**src/rtl/pipe_ctrl_pkg.sv**
```systemverilog
// ============================================================
// Package : pipe_ctrl_pkg
// Brief   : Opcodes, control-bundle layout and bubble for the 5-stage pipeline control unit.
// Revision: 1.0
// ============================================================
`default_nettype none

package pipe_ctrl_pkg;

  localparam int C_WB_W = 2;
  localparam int C_M_W  = 3;
  localparam int C_EX_W = 4;

  localparam int C_WB_REGWRITE = 0;
  localparam int C_WB_MEMTOREG = 1;
  localparam int C_M_BRANCH    = 0;
  localparam int C_M_MEMREAD   = 1;
  localparam int C_M_MEMWRITE  = 2;
  localparam int C_EX_REGDST   = 0;
  localparam int C_EX_ALUSRC   = 3;

  localparam logic [5:0] C_OP_RTYPE = 6'd0;
  localparam logic [5:0] C_OP_J     = 6'd2;
  localparam logic [5:0] C_OP_BEQ   = 6'd4;
  localparam logic [5:0] C_OP_BNE   = 6'd5;
  localparam logic [5:0] C_OP_ADDI  = 6'd8;
  localparam logic [5:0] C_OP_LW    = 6'd35;
  localparam logic [5:0] C_OP_SW    = 6'd43;

  typedef enum logic [1:0] {
    ALUOP_ADD   = 2'b00,
    ALUOP_SUB   = 2'b01,
    ALUOP_FUNCT = 2'b10,
    ALUOP_BNE   = 2'b11
  } aluop_e;

  typedef struct packed {
    logic [C_WB_W-1:0] wb;
    logic [C_M_W-1:0]  m;
    logic [C_EX_W-1:0] ex;
  } ctrl_bundle_t;

  localparam ctrl_bundle_t C_BUBBLE = '0;

  function automatic logic [C_EX_W-1:0] ex_bits(input logic alusrc, input aluop_e aluop,
                                                input logic regdst);
    return {alusrc, aluop, regdst};
  endfunction

endpackage

`default_nettype wire

```
**src/rtl/pipe_ctrl_unit_if.sv**
```systemverilog
// ============================================================
// Interface : pipe_ctrl_unit_if
// Brief     : Datapath <-> pipeline control unit signal bundle.
// Revision  : 1.0
// ============================================================
`default_nettype none

interface pipe_ctrl_unit_if #(
  parameter int XLEN  = 32,
  parameter int RA_W  = 5,
  parameter int CNT_W = 16
);
  logic [XLEN-1:0]  id_inst;
  logic             mem_ready;
  logic             br_taken;
  logic             pc_write;
  logic             ifid_write;
  logic             ifid_flush;
  logic             jump;
  logic [3:0]       ex_ctrl;
  logic [2:0]       mem_ctrl;
  logic [1:0]       wb_ctrl;
  logic [RA_W-1:0]  ex_dst;
  logic [RA_W-1:0]  mem_dst;
  logic [RA_W-1:0]  wb_dst;
  logic             illegal;
  logic [CNT_W-1:0] stall_cnt;

  modport master (
    output id_inst, mem_ready, br_taken,
    input  pc_write, ifid_write, ifid_flush, jump, ex_ctrl, mem_ctrl, wb_ctrl,
           ex_dst, mem_dst, wb_dst, illegal, stall_cnt
  );

  modport slave (
    input  id_inst, mem_ready, br_taken,
    output pc_write, ifid_write, ifid_flush, jump, ex_ctrl, mem_ctrl, wb_ctrl,
           ex_dst, mem_dst, wb_dst, illegal, stall_cnt
  );
endinterface

`default_nettype wire

```
**src/rtl/pipe_ctrl_unit_ctrl_decode.sv**
```systemverilog
// ============================================================
// Module  : ctrl_decode
// Brief   : Combinational opcode decoder producing control bundles and source usage.
// Revision: 1.0
// ============================================================
`default_nettype none

module ctrl_decode #(
  parameter int XLEN = 32,
  parameter int RA_W = 5
) (
  input  logic [XLEN-1:0]             inst,
  output pipe_ctrl_pkg::ctrl_bundle_t bundle,
  output logic [RA_W-1:0]             dst,
  output logic                        uses_rs,
  output logic                        uses_rt,
  output logic                        jump,
  output logic                        illegal
);
  import pipe_ctrl_pkg::*;

  logic [5:0]      w_op;
  logic [RA_W-1:0] w_rt;
  logic [RA_W-1:0] w_rd;

  assign w_op = inst[XLEN-1 -: 6];
  assign w_rt = inst[16 +: RA_W];
  assign w_rd = inst[11 +: RA_W];

  always_comb begin
    bundle  = C_BUBBLE;
    dst     = '0;
    uses_rs = 1'b0;
    uses_rt = 1'b0;
    jump    = 1'b0;
    illegal = 1'b0;
    // The all-zero word is the NOP, even though its opcode field reads as R-type.
    if (inst != '0) begin
      case (w_op)
        C_OP_RTYPE: begin
          bundle.wb[C_WB_REGWRITE] = 1'b1;
          bundle.ex = ex_bits(1'b0, ALUOP_FUNCT, 1'b1);
          dst       = w_rd;
          uses_rs   = 1'b1;
          uses_rt   = 1'b1;
        end
        C_OP_LW: begin
          bundle.wb[C_WB_REGWRITE] = 1'b1;
          bundle.wb[C_WB_MEMTOREG] = 1'b1;
          bundle.m[C_M_MEMREAD]    = 1'b1;
          bundle.ex = ex_bits(1'b1, ALUOP_ADD, 1'b0);
          dst       = w_rt;
          uses_rs   = 1'b1;
        end
        C_OP_SW: begin
          bundle.m[C_M_MEMWRITE] = 1'b1;
          bundle.ex = ex_bits(1'b1, ALUOP_ADD, 1'b0);
          uses_rs   = 1'b1;
          uses_rt   = 1'b1;
        end
        C_OP_BEQ, C_OP_BNE: begin
          bundle.m[C_M_BRANCH] = 1'b1;
          bundle.ex = ex_bits(1'b0, (w_op == C_OP_BNE) ? ALUOP_BNE : ALUOP_SUB, 1'b0);
          uses_rs   = 1'b1;
          uses_rt   = 1'b1;
        end
        C_OP_ADDI: begin
          bundle.wb[C_WB_REGWRITE] = 1'b1;
          bundle.ex = ex_bits(1'b1, ALUOP_ADD, 1'b0);
          dst       = w_rt;
          uses_rs   = 1'b1;
        end
        C_OP_J:  jump    = 1'b1;
        default: illegal = 1'b1;
      endcase
    end
    if (dst == '0) bundle.wb[C_WB_REGWRITE] = 1'b0;
  end

endmodule

`default_nettype wire

```
**src/rtl/pipe_ctrl_unit.sv**
```systemverilog
// ============================================================
// Module  : pipe_ctrl_unit
// Brief   : Pipelined control unit: decode, ID/EX-EX/MEM-MEM/WB control registers, hazard stall, flush, freeze.
// Revision: 1.0
// ============================================================
`default_nettype none

module pipe_ctrl_unit #(
  parameter int XLEN   = 32,
  parameter int RA_W   = 5,
  parameter bit FWD_EN = 1'b1,
  parameter int CNT_W  = 16
) (
  input  logic              clk,
  input  logic              rst,
  pipe_ctrl_unit_if.slave   bus
);
  import pipe_ctrl_pkg::*;

  ctrl_bundle_t      w_dec;
  logic [RA_W-1:0]   w_dec_dst;
  logic              w_uses_rs;
  logic              w_uses_rt;
  logic              w_dec_jump;
  logic              w_dec_illegal;

  ctrl_bundle_t      r_idex;
  logic [RA_W-1:0]   r_idex_dst;
  logic [C_WB_W-1:0] r_exmem_wb;
  logic [C_M_W-1:0]  r_exmem_m;
  logic [RA_W-1:0]   r_exmem_dst;
  logic [C_WB_W-1:0] r_memwb_wb;
  logic [RA_W-1:0]   r_memwb_dst;
  logic [CNT_W-1:0]  r_stall_cnt;

  logic [RA_W-1:0]   w_rs;
  logic [RA_W-1:0]   w_rt;
  logic              w_rs_live;
  logic              w_rt_live;
  logic              w_ex_hit;
  logic              w_mem_hit;
  logic              w_load_use;
  logic              w_raw;
  logic              w_haz;

  ctrl_decode #(
    .XLEN (XLEN),
    .RA_W (RA_W)
  ) u_ctrl_decode (
    .inst    (bus.id_inst),
    .bundle  (w_dec),
    .dst     (w_dec_dst),
    .uses_rs (w_uses_rs),
    .uses_rt (w_uses_rt),
    .jump    (w_dec_jump),
    .illegal (w_dec_illegal)
  );

  assign w_rs      = bus.id_inst[21 +: RA_W];
  assign w_rt      = bus.id_inst[16 +: RA_W];
  assign w_rs_live = w_uses_rs && (w_rs != '0);
  assign w_rt_live = w_uses_rt && (w_rt != '0);

  assign w_ex_hit  = (w_rs_live && (r_idex_dst == w_rs)) || (w_rt_live && (r_idex_dst == w_rt));
  assign w_mem_hit = (w_rs_live && (r_exmem_dst == w_rs)) || (w_rt_live && (r_exmem_dst == w_rt));

  assign w_load_use = r_idex.m[C_M_MEMREAD] && w_ex_hit;

  generate
    if (FWD_EN) begin : g_fwd
      assign w_raw = 1'b0;
    end else begin : g_no_fwd
      assign w_raw = (r_idex.wb[C_WB_REGWRITE] && w_ex_hit) ||
                     (r_exmem_wb[C_WB_REGWRITE] && w_mem_hit);
    end
  endgenerate

  assign w_haz = w_load_use || w_raw;

  // A taken branch outranks the hazard: the stalled instruction is squashed anyway.
  assign bus.pc_write   = bus.mem_ready && (bus.br_taken || !w_haz);
  assign bus.ifid_write = bus.mem_ready && (bus.br_taken || !w_haz);
  assign bus.ifid_flush = bus.mem_ready && (bus.br_taken || (!w_haz && w_dec_jump));
  assign bus.jump       = bus.mem_ready && !bus.br_taken && !w_haz && w_dec_jump;
  // Held off while frozen so a frozen illegal word still produces a single pulse.
  assign bus.illegal    = bus.mem_ready && !w_haz && w_dec_illegal;

  assign bus.ex_ctrl   = r_idex.ex;
  assign bus.ex_dst    = r_idex_dst;
  assign bus.mem_ctrl  = r_exmem_m;
  assign bus.mem_dst   = r_exmem_dst;
  assign bus.wb_ctrl   = r_memwb_wb;
  assign bus.wb_dst    = r_memwb_dst;
  assign bus.stall_cnt = r_stall_cnt;

  always_ff @(posedge clk or posedge rst) begin
    if (rst) begin
      r_idex      <= C_BUBBLE;
      r_idex_dst  <= '0;
      r_exmem_wb  <= '0;
      r_exmem_m   <= '0;
      r_exmem_dst <= '0;
      r_memwb_wb  <= '0;
      r_memwb_dst <= '0;
      r_stall_cnt <= '0;
    end else if (bus.mem_ready) begin
      r_memwb_wb  <= r_exmem_wb;
      r_memwb_dst <= r_exmem_dst;
      if (bus.br_taken) begin
        r_idex      <= C_BUBBLE;
        r_idex_dst  <= '0;
        r_exmem_wb  <= '0;
        r_exmem_m   <= '0;
        r_exmem_dst <= '0;
      end else begin
        r_exmem_wb  <= r_idex.wb;
        r_exmem_m   <= r_idex.m;
        r_exmem_dst <= r_idex_dst;
        if (w_haz) begin
          r_idex     <= C_BUBBLE;
          r_idex_dst <= '0;
          if (r_stall_cnt != '1) r_stall_cnt <= r_stall_cnt + CNT_W'(1);
        end else begin
          r_idex     <= w_dec;
          r_idex_dst <= w_dec_dst;
        end
      end
    end
  end

endmodule

`default_nettype wire
```
**src/flat_wrapper.sv**
```systemverilog
// flat-port wrapper written by rule: the top's interface ports become plain ports
module pipe_ctrl_unit_flat import pipe_ctrl_pkg::*;
#(
  parameter int XLEN   = 32,
  parameter int RA_W   = 5,
  parameter bit FWD_EN = 1'b1,
  parameter int CNT_W  = 16
)
  (clk, rst, bus_id_inst, bus_mem_ready, bus_br_taken, bus_pc_write, bus_ifid_write, bus_ifid_flush, bus_jump, bus_ex_ctrl, bus_mem_ctrl, bus_wb_ctrl, bus_ex_dst, bus_mem_dst, bus_wb_dst, bus_illegal, bus_stall_cnt);
  pipe_ctrl_unit_if #(.XLEN(XLEN), .RA_W(RA_W), .CNT_W(CNT_W)) bus_i ();
  input  logic clk;
  input  logic rst;
  input wire logic [$bits(bus_i.id_inst)-1:0] bus_id_inst;
  input wire logic [$bits(bus_i.mem_ready)-1:0] bus_mem_ready;
  input wire logic [$bits(bus_i.br_taken)-1:0] bus_br_taken;
  output wire logic [$bits(bus_i.pc_write)-1:0] bus_pc_write;
  output wire logic [$bits(bus_i.ifid_write)-1:0] bus_ifid_write;
  output wire logic [$bits(bus_i.ifid_flush)-1:0] bus_ifid_flush;
  output wire logic [$bits(bus_i.jump)-1:0] bus_jump;
  output wire logic [$bits(bus_i.ex_ctrl)-1:0] bus_ex_ctrl;
  output wire logic [$bits(bus_i.mem_ctrl)-1:0] bus_mem_ctrl;
  output wire logic [$bits(bus_i.wb_ctrl)-1:0] bus_wb_ctrl;
  output wire logic [$bits(bus_i.ex_dst)-1:0] bus_ex_dst;
  output wire logic [$bits(bus_i.mem_dst)-1:0] bus_mem_dst;
  output wire logic [$bits(bus_i.wb_dst)-1:0] bus_wb_dst;
  output wire logic [$bits(bus_i.illegal)-1:0] bus_illegal;
  output wire logic [$bits(bus_i.stall_cnt)-1:0] bus_stall_cnt;
  assign bus_i.id_inst = bus_id_inst;
  assign bus_i.mem_ready = bus_mem_ready;
  assign bus_i.br_taken = bus_br_taken;
  assign bus_pc_write = bus_i.pc_write;
  assign bus_ifid_write = bus_i.ifid_write;
  assign bus_ifid_flush = bus_i.ifid_flush;
  assign bus_jump = bus_i.jump;
  assign bus_ex_ctrl = bus_i.ex_ctrl;
  assign bus_mem_ctrl = bus_i.mem_ctrl;
  assign bus_wb_ctrl = bus_i.wb_ctrl;
  assign bus_ex_dst = bus_i.ex_dst;
  assign bus_mem_dst = bus_i.mem_dst;
  assign bus_wb_dst = bus_i.wb_dst;
  assign bus_illegal = bus_i.illegal;
  assign bus_stall_cnt = bus_i.stall_cnt;
  pipe_ctrl_unit #(.XLEN(XLEN), .RA_W(RA_W), .FWD_EN(FWD_EN), .CNT_W(CNT_W)) u_core (.clk(clk), .rst(rst), .bus(bus_i));
endmodule
```
**config.mk**
```make
export PLATFORM = sky130hd
export DESIGN_NAME = pipe_ctrl_unit_flat
export DESIGN_NICKNAME = d
export VERILOG_FILES = /design/src/rtl/pipe_ctrl_pkg.sv /design/src/rtl/pipe_ctrl_unit_if.sv /design/src/rtl/pipe_ctrl_unit_ctrl_decode.sv /design/src/rtl/pipe_ctrl_unit.sv /design/src/flat_wrapper.sv
export SDC_FILE = /design/constraint.sdc
export NUM_CORES = 1
export LEC_CHECK = 0
export CAP_MARGIN = 0
export CELL_PAD_IN_SITES_DETAIL_PLACEMENT = 0
export CELL_PAD_IN_SITES_GLOBAL_PLACEMENT = 1
export CORE_UTILIZATION = 32
export CTS_BUF_LIST = sky130_fd_sc_hd__clkbuf_4
export CTS_CLUSTER_SIZE = 12
export DETAILED_ROUTE_END_ITERATION = 6
export PLACE_DENSITY = 0.88
export REMOVE_ABC_BUFFERS = 1
export SYNTH_ARGS = -nofsm -noshare
export SYNTH_HDL_FRONTEND = slang
export SYNTH_SLANG_ARGS = --single-unit
```
**constraint.sdc**
```tcl
create_clock -name clk -period 2 [get_ports clk]
set_input_delay 0.3 -clock clk [delete_from_list [all_inputs] [get_ports clk]]
set_output_delay 0.3 -clock clk [all_outputs]
set_load 0.02 [all_outputs]
```
==> results.sh, run 1 <==
export IMPL_critical_path_peak_fanout=3
export IMPL_synth_edf_count=0
export IMPL_drc=0
export IMPL_gp_congestion=0.9131
export IMPL_finalClockSkew_ns=0.01470
export IMPL_post_route_period_util=1.098
export IMPL_insertion_delay_ns=0.35
export IMPL_io_pins=81
export IMPL_path_clk_slew_ns=0.13
export IMPL_crit_path_start_kind="flop"
export IMPL_yosysWarnings=0
export IMPL_routedWlPerCell_um=15.18
export IMPL_worst_pin_slew_ns=0.4520
export IMPL_routed_wl_um=7152
export IMPL_hold_violations=0
export IMPL_dp_slack_ns=-0.9323
export IMPL_cts_sinks=45
export IMPL_fmax_mhz=455.3
export IMPL_die_area_um2=7838
export IMPL_numPortBuffers=80
export IMPL_tns_ns=-0.7180
export IMPL_yosysTopAreaCellShare=0.4700
export IMPL_p_sw_frac=0.2430
export IMPL_coreArea_um2=7253
export IMPL_worstSetupEndpointType="output pin"
export IMPL_cts_tree="done"
export IMPL_synth_most_common_cell="dfrtp_1"
export IMPL_viasPerCell=4.873
export IMPL_nFillCells=637
export IMPL_final_util=0.5612
export IMPL_cts_hold_buf=0
export IMPL_cp_data_required_time_ns=1.70
export IMPL_ant_nets=0
export IMPL_placed_cell_area_um2=3640
export IMPL_synthCells=230
export IMPL_intPower_mw=1.332
export IMPL_final_area_um2=4070
export IMPL_async_flop_share=1.000
export IMPL_grt_util_all_layers=0.1865
export IMPL_power_density_nw_per_um2=432.2
export IMPL_area_growth_pct=69.87
export IMPL_seq_area_frac_synth=0.4700
export IMPL_period_minus_slack_ns=2.196
export IMPL_slew_headroom=0.6983
export IMPL_ys_ff_latch=45
export IMPL_grt_max_degree=27
export IMPL_nNetsFinal=409
export IMPL_rsz0062_at_grt="true"
export IMPL_start_util=0.3303
export IMPL_seq_area_um2=1127
export IMPL_num_vias=2295
export IMPL_layoutNonFillerInstCount=471
export IMPL_fin_ws_ns=-0.1965
export IMPL_pwr_share_clk=0.304
export IMPL_grt_antenna_before_repair=0
export IMPL_cap_violations=0
export IMPL_pwr_share_seq=0.523
export IMPL_p_comb_frac=0.173
export IMPL_synth_area_um2=2396
export IMPL_firstDrtPassIters=4
export IMPL_drt_iter0_markers=79
export IMPL_outcome="complete, but fails checks"
export IMPL_p_leak_nw=1.877
export IMPL_synth_top_area_cell="dfrtp_1"
export IMPL_diodes=0
export IMPL_report_final_slew_viol_count=0
export IMPL_cts_root_buf="clkbuf_4"
export IMPL_drive_above_1_share=0.3871
export IMPL_avgSynthCellArea_um2=10.42
export IMPL_grt_pass1_wl_um=11150
export IMPL_fp_dieW_um=88.53
export IMPL_place_detailed_hpwl_um=5159
export IMPL_peakVddDrop_mv=0.3097
export IMPL_synth_area_leaders="dfrtp_1 (47%), o2bb2ai_1 (5.8%), xor2_1 (5.1%)"
export IMPL_ys_flop_type="dfrtp_1"
export IMPL_crit_arrival_ns=1.90
export IMPL_overflow=0
export IMPL_htreeDepth=2
export IMPL_setup_viol=12
export IMPL_hold_path_class="in2async"
export IMPL_dp_cells=446
export IMPL_clock_path_buffers=2
export IMPL_die_y_um=88.53
export IMPL_yosys_top_cells_count="dfrtp_1 (45), o2bb2ai_1 (16), nand2_1 (15), inv_1 (14), xor2_1 (14)"
export IMPL_rows=31
export IMPL_cts_buffers=5
export IMPL_multi_input_area_um2=1318
export IMPL_synth_cell_type_count=45
export IMPL_violations="negative setup slack"
export IMPL_worst_setup_path_type="reg2out"
export IMPL_power_switching_mw=0.4274
export IMPL_first_global_vias=2331
kinds of logic after synthesis:
group                      Yosys count  synth area share
and+or+nand+nor                     83            0.1958
DFF                                 45            0.4700
AOI/OAI and AO/OA                   37            0.1300
buffers and inverters               31           0.06840
xor gates and xnor gates            25           0.09138
muxes                                8           0.03916
adders and majority gates            1          0.005221
path summary, 6_finish.rpt:
path	cells after the start	to	slack (ns)	start
worst min register to register	1	u_core.r_exmem_wb[0]	0.50	u_core.r_exmem_wb[0]
worst min-delay path	2	u_core.bus.stall_cnt[15]	0.28	rst
min in group clk	4	u_core.bus.ex_dst[0]	0.34	bus_id_inst[16]
worst max register to register	7	u_core.bus.stall_cnt[1]	-0.05	u_core.bus.ex_dst[2]
max in group asynchronous	3	u_core.r_exmem_wb[0]	1.22	rst
worst max-delay path	7	bus_ifid_write	-0.20	u_core.bus.ex_dst[2]
what timing repair did:
action                     4_1_cts  5_1_grt
buffers inserted                10        7
resized for setup               95       32
cloned                           1        0
pin swaps                       20        9
setup endpoints to repair       30       20
routing by layer:
layer / vias to the layer above / part of all wire / global-route usage
met5: - / 0 / 0
met4: 0 / 0.011 / 0.05865
met3: 6 / 0.048 / 0.02892
met2: 66 / 0.51 / 0.3378
met1: 1115 / 0.43 / 0.2271
li1: 1108 / - / -
cell usage in the layout (no fill, tap or decap), types with 7 or more instances in the layout:
| master | Yosys | layout |
|---|---|---|
| nor4_2 | 1 | 7 |
| nor2_1 | 10 | 7 |
| inv_1 | 14 | 13 |
| o2bb2ai_1 | 16 | 16 |
| clkdlybuf4s50_1 | 0 | 55 |
| mux2_2 | 7 | 7 |
| xor2_1 | 14 | 14 |
| dfrtp_1 | 45 | 44 |
| nand3_1 | 13 | 12 |
| xnor2_1 | 11 | 10 |
| buf_4 | 7 | 61 |
| buf_6 | 1 | 14 |
| buf_2 | 1 | 7 |
| nand2_1 | 15 | 15 |
critical path, cell delays in order (launching register included):
cell      delay [ns]
dfrtp_1         0.43
buf_4           0.16
xor2_1          0.16
nor4_2          0.28
o211ai_2        0.17
nor2_1          0.15
nor2_2          0.07
buf_6           0.13
through the flow:
step | total power, mW | hold WS, ns
global route | 1.837 | 0.3114
CTS | 1.763 | 0.2985
detailed placement | 1.213 | 0.4763
finish | 1.759 | 0.2764
floorplan | 1.019 | 0.3825
global placement | 1.210 | 0.4730
state kept, by name, summed over array words and instances (netlist names):
| register | count |
|---|---|
| u_core.bus.ex_dst | 5 |
| u_core.bus.mem_dst | 5 |
| u_core.bus.wb_ctrl | 2 |
| u_core.r_idex | 4 |
| u_core.bus.wb_dst | 5 |
| u_core.r_exmem_wb | 1 |
| u_core.bus.mem_ctrl | 3 |
| u_core.bus.stall_cnt | 16 |
| u_core.bus.ex_ctrl | 4 |
area by class of cell:
class | instances | area share
tap | 99 | 0.03043
sequential | 45 | 0.2770
inverter | 14 | 0.01291
clock buffer | 5 | 0.009222
multi-input combinational | 154 | 0.3237
timing repair buffer | 152 | 0.3381
clock inverter | 2 | 0.008607
power groups by stage:
stage                     Sequential (mW)  Combinational (mW)  Clock (mW)
after floorplan                     0.942              0.0766           0
final                               0.920               0.304       0.535
after global routing                0.921               0.327       0.589
after global placement              0.937               0.273           0
after CTS                           0.920               0.287       0.556
after detailed placement            0.937               0.276           0
Note: power is estimated with default switching activity, not from simulation.
==> inputs of run 2 (changes only) <==
CORE_UTILIZATION = 38   (was 32)
PLACE_DENSITY = 0.95   (was 0.88)
clock period = 2.7 ns   (was 2 ns; I/O delays follow)
==> results.sh, run 2 (synthesis gave the netlist of run 1 again) <==
export IMPL_drc=0
export IMPL_fmax_mhz=380.2
export IMPL_crit_path_start_kind="input port"
export IMPL_drive_above_1_share=0.2113
export IMPL_place_detailed_hpwl_um=4846
export IMPL_dp_slack_ns=-0.4325
export IMPL_largest_reg_flops=16
export IMPL_peakVddDrop_mv=0.2631
export IMPL_slew_headroom=0.6646
export IMPL_routedWlPerCell_um=15.51
export IMPL_cts_hold_buf=0
export IMPL_cts_sinks=45
export IMPL_die_area_um2=6627
export IMPL_cts_tree="done"
export IMPL_overflow=0
export IMPL_coreArea_um2=5991
export IMPL_multi_input_area_um2=1139
export IMPL_numPortBuffers=80
export IMPL_placed_cell_area_um2=3447
export IMPL_die_y_um=81.41
export IMPL_timing_hold_ws_ns=0.3363
export IMPL_power_density_nw_per_um2=335.1
export IMPL_nFillCells=508
export IMPL_report_final_slew_viol_count=0
export IMPL_routed_wl_um=6376
export IMPL_nNetsFinal=372
export IMPL_area_growth_pct=48.36
export IMPL_ant_nets=0
export IMPL_firstDrtPassIters=4
export IMPL_cts_buffers=5
export IMPL_io_pins=81
export IMPL_p_comb_frac=0.164
export IMPL_final_area_um2=3555
export IMPL_hold_violations=0
export IMPL_hold_path_class="in2async"
export IMPL_first_global_vias=2168
export IMPL_clock_path_buffers=2
export IMPL_finalClockSkew_ns=0.01192
export IMPL_p_leak_nw=1.615
export IMPL_path_clk_slew_ns=0.12
export IMPL_post_route_period_util=0.9741
export IMPL_grt_pass1_wl_um=10250
export IMPL_period_minus_slack_ns=2.630
export IMPL_setup_viol=0
export IMPL_rows=28
export IMPL_num_vias=2126
export IMPL_insertion_delay_ns=0.35
export IMPL_diodes=0
export IMPL_viasPerCell=5.173
export IMPL_worstSetupEndpointType="output pin"
export IMPL_gp_congestion=0.8459
export IMPL_cp_data_required_time_ns=2.30
export IMPL_crit_arrival_ns=2.23
export IMPL_htreeDepth=2
export IMPL_worst_pin_slew_ns=0.5019
export IMPL_layout_commonest_cell="clkdlybuf4s50_1"
export IMPL_fin_ws_ns=0.06986
export IMPL_seq_area_um2=1126
export IMPL_grt_max_degree=19
export IMPL_power_switching_mw=0.2986
export IMPL_p_sw_frac=0.2507
export IMPL_grt_antenna_before_repair=0
export IMPL_fp_dieW_um=81.41
export IMPL_intPower_mw=0.8924
export IMPL_drt_iter0_markers=82
export IMPL_grt_util_all_layers=0.2045
export IMPL_rsz0062_at_grt="false"
export IMPL_final_cell_mix="clkdlybuf4s50_1 (72), dfrtp_1 (45), buf_4 (35), o2bb2ai_1 (16), nand2_1 (15)"
export IMPL_pwr_share_seq=0.573
export IMPL_critical_path_peak_fanout=3
export IMPL_cap_violations=0
export IMPL_outcome="finished, final reports clean"
export IMPL_cts_root_buf="clkbuf_4"
export IMPL_start_util=0.4000
export IMPL_worst_setup_path_type="in2out"
export IMPL_pwr_share_clk=0.264
[run 2: timing repair]
item / in CTS / in global routing
gates cloned: 0 / 0
setup buffers: 0 / 1
gates resized for setup: 13 / 17
pin swaps: 0 / 6
setup endpoints to repair: 3 / 4
[run 2: power groups by stage]
stage          sequential, mW  combinational [mW]  clock [mW]
2_1_floorplan           0.698              0.0567           0
3_3_place_gp            0.695               0.189           0
3_5_place_dp            0.695               0.192           0
4_1_cts                 0.682               0.192       0.325
5_1_grt                 0.683               0.212       0.360
6_report                0.682               0.195       0.314
[run 2: final timing paths]
path	slack, ns	endpoint	from	depth (start not counted)
setup / recovery	0.07	bus_jump	bus_id_inst[16]	8
setup reg to reg	0.47	u_core.bus.stall_cnt[12]	u_core.bus.ex_dst[4]	8
hold / removal	0.34	u_core.bus.stall_cnt[11]	rst	2
min in group clk	0.50	u_core.r_exmem_wb[0]	u_core.r_exmem_wb[0]	1
max in group asynchronous	1.81	u_core.bus.stall_cnt[4]	rst	3
hold reg to reg	0.50	u_core.r_exmem_wb[0]	u_core.r_exmem_wb[0]	1
[run 2: final cells by class]
| type | instances | share of cell area |
|---|---|---|
| multi-input combinational | 154 | 0.3203 |
| sequential | 45 | 0.3168 |
| timing repair buffer | 115 | 0.3062 |
| tap | 75 | 0.02640 |
| inverter | 14 | 0.01478 |
| clock buffer | 6 | 0.01267 |
| clock inverter | 2 | 0.002816 |
[run 2: routing by layer]
| layer | track usage | up-vias | share of wire |
|---|---|---|---|
| li1 | - | 1031 | - |
| met1 | 0.2509 | 1015 | 0.44 |
| met2 | 0.3542 | 71 | 0.48 |
| met3 | 0.04831 | 9 | 0.074 |
| met4 | 0.05893 | 0 | 0.011 |
| met5 | 0 | - | 0 |
[run 2: critical path, cell delays in order]
cell             delay [ns]
clkdlybuf4s50_1        0.42
or4_4                  0.56
nor2_4                 0.13
nor4_2                 0.06
o211ai_2               0.25
nand3_2                0.12
nor2_2                 0.13
buf_4                  0.15
[run 2: stage by stage]
step	cells	utilization	setup TNS, ns	power [mW]
2_1_floorplan	213	-	-0.08691	0.7548
3_3_place_gp	402	0.5754	-1.310	0.8833
3_5_place_dp	402	0.5754	-1.628	0.8868
4_1_cts	410	0.5825	0	1.199
5_1_grt	411	0.5934	0	1.255
6_report	411	0.5934	0	1.191
==> inputs of run 3 (changes only) <==
CTS_CLUSTER_SIZE = unset   (was 12)
PLACE_DENSITY = unset   (was 0.95)
PLACE_DENSITY_LB_ADDON = 0.25   (was unset)
==> results.sh, run 3 (synthesis gave the netlist of run 1 again) <==
export IMPL_outcome="complete, but fails checks"
export IMPL_violations="negative setup slack"
export IMPL_final_cell_mix="clkdlybuf4s50_1 (73), dfrtp_1 (45), buf_4 (36), o2bb2ai_1 (16), nand2_1 (15)"
export IMPL_nFillCells=540
export IMPL_path_clk_slew_ns=0.14
export IMPL_regToRegEndpoint="u_core.bus.stall_cnt[8]"
export IMPL_ant_nets=0
export IMPL_regToRegSetupSlack_ns=0.42
export IMPL_drive_above_1_share=0.2047
export IMPL_io_pins=81
export IMPL_area_growth_pct=48.88
export IMPL_final_area_um2=3567
export IMPL_largest_reg_flops=16
export IMPL_fmax_mhz=370.1
export IMPL_nNetsFinal=373
export IMPL_clock_path_buffers=2
export IMPL_peakVddDrop_mv=0.2681
export IMPL_crit_arrival_ns=2.30
export IMPL_rr_startpoint="u_core.bus.ex_dst[1]"
export IMPL_final_util=0.5954
export IMPL_viasPerCell=5.024
export IMPL_report_final_slew_viol_count=0
export IMPL_reg2regPathDepth=7
export IMPL_hold_path_class="in2async"
export IMPL_num_vias=2070
export IMPL_dp_slack_ns=-0.4676
export IMPL_cts_root_buf="clkbuf_4"
export IMPL_wl_met2_um=2743
export IMPL_crit_path_start_kind="input port"
export IMPL_post_route_period_util=1.001
export IMPL_coreArea_um2=5991
export IMPL_p_leak_nw=1.617
export IMPL_finalClockSkew_ns=0.01446
export IMPL_worstSetupEndpointType="output pin"
export IMPL_power_density_nw_per_um2=361.4
export IMPL_overflow=0
export IMPL_fin_ws_ns=-0.001782
export IMPL_first_global_vias=2025
export IMPL_grt_antenna_before_repair=0
export IMPL_wl_met3_um=426
export IMPL_slew_headroom=0.6192
export IMPL_rows=28
export IMPL_grt_util_all_layers=0.1879
export IMPL_cts_buffers=5
export IMPL_hold_violations=0
export IMPL_timing_hold_ws_ns=0.4086
export IMPL_cap_violations=0
export IMPL_drc=0
export IMPL_diodes=0
export IMPL_critical_path_peak_fanout=3
export IMPL_insertion_delay_ns=0.35
export IMPL_placed_cell_area_um2=3455
export IMPL_worst_pin_slew_ns=0.5704
export IMPL_grt_max_degree=29
export IMPL_cts_sinks=45
export IMPL_gp_congestion=0.7714
export IMPL_place_detailed_hpwl_um=4646
export IMPL_die_area_um2=6627
export IMPL_routedWlPerCell_um=14.76
export IMPL_drt_iter0_markers=60
export IMPL_setup_viol=1
export IMPL_grt_pass1_wl_um=9397
export IMPL_m1WireLength_um=2853
export IMPL_layout_commonest_cell="clkdlybuf4s50_1"
export IMPL_routed_wl_um=6081
export IMPL_numPortBuffers=80
export IMPL_cp_data_required_time_ns=2.30
export IMPL_firstDrtPassIters=4
export IMPL_dr_max_layer_used="met4"
export IMPL_period_minus_slack_ns=2.702
export IMPL_die_y_um=81.41
export IMPL_worst_setup_path_type="in2out"
export IMPL_htreeDepth=2
export IMPL_fp_dieW_um=81.41
export IMPL_start_util=0.4000
export IMPL_cts_tree="done"
[run 3: cell count changes in the layout (fill, tap and decap cells not counted)]
cell             previous run  this run
bufinv_16                   0         1
or4_1                       1         2
clkinv_1                    0         1
clkinv_2                    2         0
clkdlybuf4s50_1            72        73
nor2_1                      7         8
nor2_2                      4         5
or4_4                       2         1
buf_4                      35        36
nor2_4                      2         0
dlymetal6s2s_1              5         4
[run 3: cell type report]
type                            count  area, um^2  area share
Sequential cell                    45        1126      0.3157
Multi-Input combinational cell    154        1122      0.3146
Timing Repair Buffer              116        1094      0.3066
Tap cell                           75       93.84     0.02631
Inverter                           14       52.55     0.01473
Clock buffer                        6       45.04     0.01263
Clock inverter                      2       33.78    0.009470
[run 3: critical path, stage by stage]
cell	delay (ns)
clkdlybuf4s50_1	0.43
or4_4	0.43
o211ai_1	0.24
nor4_2	0.10
o211ai_2	0.28
nand3_2	0.13
nor2_1	0.12
buf_4	0.15
[run 3: timing repair]
| action | in CTS | in global routing |
|---|---|---|
| pin swaps | 1 | 7 |
| hold buffers | 0 | 0 |
| setup buffers | 0 | 1 |
| resized for setup | 12 | 13 |
| endpoints found under the setup margin | 3 | 4 |
[run 3: routing by layer]
layer,vias to the layer above,track usage
li1,1033,-
met1,971,0.2542
met2,60,0.3025
met3,6,0.04157
met4,0,0.04821
met5,-,0
[run 3: stage by stage]
| step | TNS [ns] | total power [mW] | cells |
|---|---|---|---|
| 2_1_floorplan | -0.08691 | 0.7548 | 213 |
| 3_3_place_gp | -1.418 | 0.8864 | 403 |
| 3_5_place_dp | -1.890 | 0.8866 | 403 |
| 4_1_cts | 0 | 1.302 | 411 |
| 5_1_grt | -0.1637 | 1.346 | 412 |
| 6_report | -0.001782 | 1.289 | 412 |
[run 3: where the power goes]
group | internal [mW] | total [mW] | switching, mW
logic | 0.106 | 0.193 | 0.0874
registers | 0.678 | 0.682 | 0.00365
clock network | 0.203 | 0.414 | 0.211
[run 3: how the worst max path moves through the flow]
stage,from,end,cells past startpoint
floorplan,bus_id_inst[23],bus_ifid_write,6
global placement,bus_id_inst[23],bus_ifid_write,8
detailed placement,bus_id_inst[23],bus_jump,8
CTS,bus_id_inst[23],bus_jump,8
global route,bus_id_inst[24],bus_jump,8
finish,bus_id_inst[24],bus_jump,8
